File: config.mk
export PLATFORM = sky130hd
export DESIGN_NAME = serial_debug_node
export DESIGN_NICKNAME = d
export VERILOG_FILES = /design/src/rtl/serial_debug_node.sv
export SDC_FILE = /design/constraint.sdc
export NUM_CORES = 1
export LEC_CHECK = 0
export CAP_MARGIN = 20
export CORE_MARGIN = 10
export CORE_UTILIZATION = 55
export DETAILED_ROUTE_END_ITERATION = 6
export PLACE_DENSITY_LB_ADDON = 0.2
export SYNTH_ARGS = -nofsm -noshare
export SYNTH_HDL_FRONTEND = slang
export SYNTH_SLANG_ARGS = --single-unit
export TNS_END_PERCENT = 20
File: constraint.sdc
create_clock -name clk -period 6.4 [get_ports clk]
set_input_delay 1.28 -clock clk [delete_from_list [all_inputs] [get_ports clk]]
set_output_delay 1.28 -clock clk [all_outputs]
set_load 0.005 [all_outputs]
File: src/rtl/serial_debug_node.sv
// serial_debug_node: store-and-forward node on the serial debug ring.
// Shifts in a 144-bit frame {dir, addr[14:0], data[127:0]} MSB first and
// performs a local write/read on an address hit. It then retransmits the
// frame downstream using a prescaled debug clock.
// Optional feature: define SERIAL_DEBUG_NODE_TIMEOUT_EN to discard partial
// frames after TIMEOUT_CYCLES idle clocks.
module serial_debug_node #(
    parameter logic [14:0] NODE_ADDR      = 15'h0001,
    parameter int          TIMEOUT_CYCLES = 65535
) (
    input  logic         clk,
    input  logic         rst_n,
    input  logic [7:0]   prescaler,
    input  logic         debug_rx_data,
    input  logic         debug_rx_clk,
    output logic         debug_tx_data,
    output logic         debug_tx_clk,
    input  logic [127:0] dbg_in,
    output logic [127:0] dbg_out,
    output logic         dbg_write,
    output logic         dbg_overrun
);

    typedef enum logic [1:0] {S_RX, S_PROC, S_TX} state_t;

    state_t         r_state;
    logic [2:0]     r_clk_sync;
    logic [2:0]     r_dat_sync;
    logic [143:0]   r_buf;
    logic [7:0]     r_cnt;
    logic [7:0]     r_hp;
    logic           r_tx_clk;
    logic           r_tx_data;
    logic [127:0]   r_dbg_out;
    logic           r_dbg_write;
    logic           r_overrun;

    logic           w_rise;
    logic           w_bit;
    logic [7:0]     w_presc;
    logic           w_addr_hit;

    // Stage 2 high while stage 3 still low marks a synced upstream rising edge.
    assign w_rise     = r_clk_sync[1] & ~r_clk_sync[2];
    assign w_bit      = r_dat_sync[1];
    assign w_presc    = (prescaler == 8'd0) ? 8'd1 : prescaler;
    assign w_addr_hit = (r_buf[142:128] == NODE_ADDR);

`ifdef SERIAL_DEBUG_NODE_TIMEOUT_EN
    localparam int TW = $clog2(TIMEOUT_CYCLES + 1);
    logic [TW-1:0] r_to;
`else
    logic w_unused_timeout;
    assign w_unused_timeout = (TIMEOUT_CYCLES == 0);
`endif

    // Synchronise the asynchronous upstream pins; clock pipe resets high so
    // no phantom edge appears when reset releases.
    always_ff @(posedge clk) begin
        if (!rst_n) begin
            r_clk_sync <= 3'b111;
            r_dat_sync <= 3'b000;
        end else begin
            r_clk_sync <= {r_clk_sync[1:0], debug_rx_clk};
            r_dat_sync <= {r_dat_sync[1:0], debug_rx_data};
        end
    end

    // Frame FSM: receive, process locally for one cycle, then retransmit.
    always_ff @(posedge clk) begin
        if (!rst_n) begin
            r_state     <= S_RX;
            r_buf       <= '0;
            r_cnt       <= 8'd0;
            r_hp        <= 8'd1;
            r_tx_clk    <= 1'b1;
            r_tx_data   <= 1'b0;
            r_dbg_out   <= '0;
            r_dbg_write <= 1'b0;
            r_overrun   <= 1'b0;
`ifdef SERIAL_DEBUG_NODE_TIMEOUT_EN
            r_to        <= '0;
`endif
        end else begin
            r_dbg_write <= 1'b0;
            case (r_state)
                S_RX: begin
                    if (w_rise) begin
                        r_buf <= {r_buf[142:0], w_bit};
                        r_cnt <= r_cnt + 8'd1;
                        if (r_cnt == 8'd143)
                            r_state <= S_PROC;
`ifdef SERIAL_DEBUG_NODE_TIMEOUT_EN
                        r_to <= '0;
                    end else if (r_cnt != 8'd0) begin
                        // Stalled partial frame: drop it once the idle limit is hit.
                        if (r_to == TW'(TIMEOUT_CYCLES - 1)) begin
                            r_cnt <= 8'd0;
                            r_buf <= '0;
                            r_to  <= '0;
                        end else begin
                            r_to <= r_to + 1'b1;
                        end
                    end else begin
                        r_to <= '0;
`endif
                    end
                end
                S_PROC: begin
                    if (w_addr_hit && r_buf[143]) begin
                        r_dbg_out   <= r_buf[127:0];
                        r_dbg_write <= 1'b1;
                    end else if (w_addr_hit && !r_buf[143]) begin
                        r_buf[127:0] <= dbg_in;
                    end
                    r_hp    <= w_presc;
                    r_cnt   <= 8'd144;
                    r_state <= S_TX;
                end
                S_TX: begin
                    if (r_hp <= 8'd1) begin
                        r_hp <= w_presc;
                        if (!r_tx_clk) begin
                            r_tx_clk <= 1'b1;
                        end else if (r_cnt != 8'd0) begin
                            r_tx_data <= r_buf[143];
                            r_buf     <= {r_buf[142:0], 1'b0};
                            r_cnt     <= r_cnt - 8'd1;
                            r_tx_clk  <= 1'b0;
                        end else begin
                            r_cnt   <= 8'd0;
                            r_state <= S_RX;
                        end
                    end else begin
                        r_hp <= r_hp - 8'd1;
                    end
                end
                default: r_state <= S_RX;
            endcase
            // Upstream edges outside RX cannot be accepted; flag them.
            if (w_rise && r_state != S_RX)
                r_overrun <= 1'b1;
        end
    end

    assign debug_tx_data = r_tx_data;
    assign debug_tx_clk  = r_tx_clk;
    assign dbg_out       = r_dbg_out;
    assign dbg_write     = r_dbg_write;
    assign dbg_overrun   = r_overrun;

endmodule
# Yosys cells after proc, flatten, opt, wreduce, memory -nomap -nowiden
# Index checks and enable logic that the tools add are counted.
dict set report word_totals {
  wordCells 74
  ff_bits 299
  out_inout_bits 132
  input_bits 140
}
dict set report op_classes {
  magnitude_cmp 1
  n_eq_ne 12
  n_mux 25
  reduce_logical 19
  add_sub_neg 3
  bitwise_logic 2
}
# cell count
set ops {}
lappend ops {{144-bit 2-to-1 mux} 4}
lappend ops {{128-bit case mux with 3 select lines} 1}
lappend ops {{128-bit 2-to-1 mux} 2}
lappend ops {{8-bit 2-to-1 mux} 6}
lappend ops {{16-bit case mux with 2 select lines} 1}
lappend ops {{8-bit case mux with 3 select lines} 1}
lappend ops {{2-bit inequality test (second input constant)} 8}
lappend ops {{8-bit case mux with 2 select lines} 1}
lappend ops {{8-bit by 1-bit subtractor with 8-bit output (second input constant)} 2}
lappend ops {{15-bit by 1-bit == test with 1-bit output (second input constant)} 1}
lappend ops {{2-bit 2-to-1 mux} 5}
lappend ops {{5-bit AND reduction} 2}
lappend ops {{8-bit by 1-bit adder with 8-bit output (second input constant)} 1}
lappend ops {{8-bit == test (second input constant)} 1}
lappend ops {{8-bit by 1-bit less-or-equal comparator with 1-bit output (second input constant)} 1}
lappend ops {{8-bit zero test} 1}
lappend ops {{4-bit AND reduction} 2}
lappend ops {{8-bit nonzero test} 1}
lappend ops {{7-bit AND reduction} 1}
lappend ops {{2-bit case mux with 3 select lines} 1}
lappend ops {{2-bit AND reduction} 3}
lappend ops {{2-bit nonzero test} 3}
lappend ops {{1-bit logical AND} 3}
lappend ops {{1-bit 2-to-1 mux} 3}
lappend ops {{7 further kinds} 7}

# Longest topological paths before layout
dict set report depth {
  word_depth 5
  ltp_mapped 9
  depth_no_buf 7
}

# Least setup slack after synthesis
# No wires, ideal clock.
dict set report synth_timing {
  kind {input port to flip-flop}
  start {input port rst_n}
  end {register r_buf[73]}
  required_time_ps 6342
  arrival_ps 2268
  path_slack_ps 4074
  path_buffers 3
  setup_ps 58
  cell_stages 4
  path_cell_list {clkbuf_1 clkbuf_1 clkbuf_1 o221a_2}
}
# element line_no
set synth_lines {}
lappend synth_lines {{start: declaration} 12} ;# input logic rst_n,
lappend synth_lines {{end signal: assignment} 89} ;# r_buf <= {r_buf[142:0], w_bit};
lappend synth_lines {{end signal: assignment} 114} ;# r_buf[127:0] <= dbg_in;
lappend synth_lines {{end signal: assignment} 127} ;# r_buf <= {r_buf[142:0], 1'b0};
lappend synth_lines {{end: declaration} 29} ;# logic [143:0] r_buf;
# No word-level cell between the ends.

# Worst setup path after layout
dict set report layout_timing {
  start {register r_state[0]}
  end {register r_buf[79]}
}
dict set report layout_via {
  elab_chain_cells 3
  elab_cells_between_ends 12
  classes_between {eq/ne (8); mux (1); reduce/logical (3)}
}
# element line_no
set layout_rtl {}
lappend layout_rtl {{start: declaration} 26} ;# state_t r_state;
lappend layout_rtl {{start signal: assignment} 72} ;# r_state <= S_RX;
lappend layout_rtl {{start signal: assignment} 92} ;# r_state <= S_PROC;
lappend layout_rtl {{start signal: assignment} 118} ;# r_state <= S_TX;
lappend layout_rtl {{2-bit == test (tied with other cells)} 86} ;# case (r_state)
lappend layout_rtl {{2-bit inequality test (no line) / 3-bit nonzero test (equally long branches)} -}
lappend layout_rtl {{7-bit AND reduction (no line)} -}
# Several ways; a longest one is shown, not always the timed one.
# A chain may end at the register's enable or synchronous reset.

==> qor.yml <==
clocking:
  holdBufCountCts: 0
  cts_root_buf: "clkbuf_16"
  post_cts_buffers: 0
  cts_tree: "yes"
  cts_resized: 0
  cts.clk_slew.worst_paths_ns: 0.06
  htree_levels: 1
  cts_buffer_depth: 3
  cts.sinks: 299
  insertion_delay_ns: 0.55
  numCtsBuffers: 30
place:
  gp_congestion: 0.841
  dp.final_hpwl_um: 22700
  portBuffers: 271
timing:
  fmaxAchievable_mhz: 293
  finalHoldViolations: 0
  maxSlewHeadroom_pct: 30.2
  finalClockSkew_ns: 0.0181
  final_max_slew_viol_count: 0
  setup-tns-final_ns: 0
  rsz0062_at_grt: "no"
  setup_viol: 0
  worstMarginPinSlew_ns: 1.05
  fin_crit_ns: 3.42
  final.period_utilization_pct: 53.4
power:
  switchingPower_uw: 849
  power.internal_uw: 3100
  peakVddDrop_v: 0.000195
  pwr_density_cell_nw_per_um2: 247
  pwr-share-comb_pct: 5.7
  total_power_uw: 3950
  netSwitchingFraction_pct: 21.5
  pwr-share-seq_pct: 48.6
  p_leak_uw: 0.00566
  clkPwrFrac_pct: 45.8
drt:
  wl_um: 36800
  dr.pass1.iters: 5
  ant_nets: 0
  vias_per_cell: 6.23
  vias: 11100
  wl_per_cell_um: 20.6
  drc: 0
  dr.first_iter.drc_count: 1189
synthesis:
  synth_edf_count: 0
  ys.flop_type: "dfxtp_1"
  synthesis.nets: 1454
  synth_cells: 1304
  ys_async_sr_fraction_pct: 0
  synth.cell_area_um2: 12600
  avgSynthCellArea_um2: 9.63
  synthXorXnorAreaFrac_pct: 0.139
  yosysSeqAreaShare_pct: 47.6
  ys_seq_elements: 299
  synth_mux_area_share_pct: 1.77
  synth_compound_area_share_pct: 30.5
  synth_top_family_by_area: "compound AO/OA/AOI/OAI gates"
  yosysUniqueCellTypes: 62
  synthAdderAreaFrac_pct: 0.996
  synthSimpleGateAreaFrac_pct: 12.4
  yosys_warnings: 0
global_routing:
  grt_max_degree: 93
  antenna_found_initial: 4
  grt_pass1_wl_um: 57500
  gr-total-overflow: 0
  grtUsageTotal_pct: 23.6
  grt_pass1_vias: 10400
job:
  maxCapViolCount: 0
critical_path:
  crit_fanout: 92
  slowest_stage: "buf_4"
  end_kind: "register"
  max_stage_delay_ns: 0.83
  worst_ep_required_time_ns: 6.88
  worstSetupPathType: "reg2reg"
  path_cells: "inv_1 > ha_1 > a221oi_2 > inv_4 > buf_4 > a221o_1 > o221a_1"
  cp-start-kind: "register"
  critPathArrivalTime_ns: 3.89
floorplan:
  ioPinCount: 272
  std_cell_rows: 55
  start_util_pct: 55.7
  die_y_um: 171
  fp.dieW_um: 171
  fp.dieArea_um2: 29300
  core_um2: 22600
run_status:
  status: "completed"
cells_and_area:
  final_cell_mix: "299 x dfxtp_1, 293 x nand2_1, 270 x clkdlybuf4s50_1, 142 x a21oi_1, 128 x a221o_1"
  fillCellCount: 1738
  area_delta_synth_final_pct: 27.5
  nNetsFinal: 1626
  final_common_cell: "dfxtp_1"
  layout-drive-gt1-share_pct: 12.6
hold_path:
  hold_path_class: "reg2reg"
## flip-flops by register name, indices dropped and copies added, names as in the netlist
register and count:
dbg_out 128, dbg_overrun 1, dbg_write 1, r_buf 144, r_dat_sync 2, r_state 2
debug_tx_data 1, r_cnt 8, r_hp 8, r_clk_sync 3, debug_tx_clk 1
## layer usage
layer	up-vias	routed length (um)	global-route usage (%)
li1	5244	-	-
met1	5440	15800	31.5
met2	406	17700	38.9
met3	40	2840	4.52
met4	2	517	4.95
met5	-	11	0
## worst paths after layout
path / start / to / slack (ns) / depth (start not counted)
worst min register to register: r_clk_sync[0] / r_clk_sync[1] / 0.41 / 1
worst max register to register: r_state[0] / r_buf[79] / 2.98 / 7
worst min-delay path: r_clk_sync[0] / r_clk_sync[1] / 0.41 / 1
worst max-delay path: r_state[0] / r_buf[79] / 2.98 / 7
## Yosys cell counts (all sizes together) (3+ instances only)
cell type	number	area (um^2)
mux2i	20	200
inv	11	41.3
clkbuf	101	379
nand3	8	40.0
o21ai	9	45.0
o22ai	3	18.8
o21a	3	22.5
nand4	4	25.0
a221o	128	1280
or4	3	22.5
a21boi	4	30.0
a21oi	142	711
ha	10	125
nand2b	5	31.3
or3	3	23.8
o211ai	3	22.5
and2	5	31.3
o221a	128	1440
nor2	22	82.6
o31ai	3	36.3
buf	41	394
nor3	9	50.1
dfxtp	299	5990
a211oi	4	42.5
nand2	295	1120
nor4	9	56.3
## metrics by stage
| stage | cells | worst slack (ns) | hold WS [ns] | area (um^2) | util, % |
|---|---|---|---|---|---|
| after floorplan | 1304 | 4.07 | 0.386 | 12600 | - |
| after global placement | 1728 | 3.07 | 0.394 | 15000 | 66.3 |
| after detailed placement | 1728 | 3.02 | 0.395 | 15000 | 66.3 |
| after CTS | 1783 | 3.04 | 0.410 | 16000 | 70.9 |
| after global routing | 1787 | 2.80 | 0.441 | 16000 | 71.0 |
| final | 1787 | 2.98 | 0.407 | 16000 | 71.0 |
## worst max-delay path: cells and delay by family, from the launching register on
kind	cells	cell delay, ns
buffers and inverters	3	1.33
flip-flops	1	0.35
adder cells (fa/ha/maj)	1	0.81
AO/OA/AOI/OAI	3	0.74
## area by class of cell
class	count	area, um^2	share of cell area, %
diodes	3	7.51	0.0469
clock buffers	48	940	5.87
clock inverters	7	87.6	0.547
inverters	11	46.3	0.289
multi-input cells	852	5800	36.2
flip-flops and latches	299	5990	37.4
well taps	285	357	2.23
repair buffers	282	2800	17.5
## cell families (layout without fill, tap and decap cells)
| logic type | Yosys count | count (layout) |
|---|---|---|
| compound gates | 445 | 445 |
| simple gates | 373 | 373 |
| flops | 299 | 299 |
| buf+inv | 153 | 348 |
| mux | 22 | 22 |
| fa+ha+maj | 10 | 10 |
| xor+xnor | 2 | 2 |
| other cells | 0 | 3 |
## power groups by stage
stage / clock, uW / sequential [uW] / combinational [uW]
4_1_cts: 1820 / 1920 / 222
6_report: 1810 / 1920 / 224
3_3_place_gp: 0 / 1960 / 218
3_5_place_dp: 0 / 1960 / 220
2_1_floorplan: 0 / 1950 / 117
5_1_grt: 1890 / 1920 / 239
(Power assumes the default switching activity.)
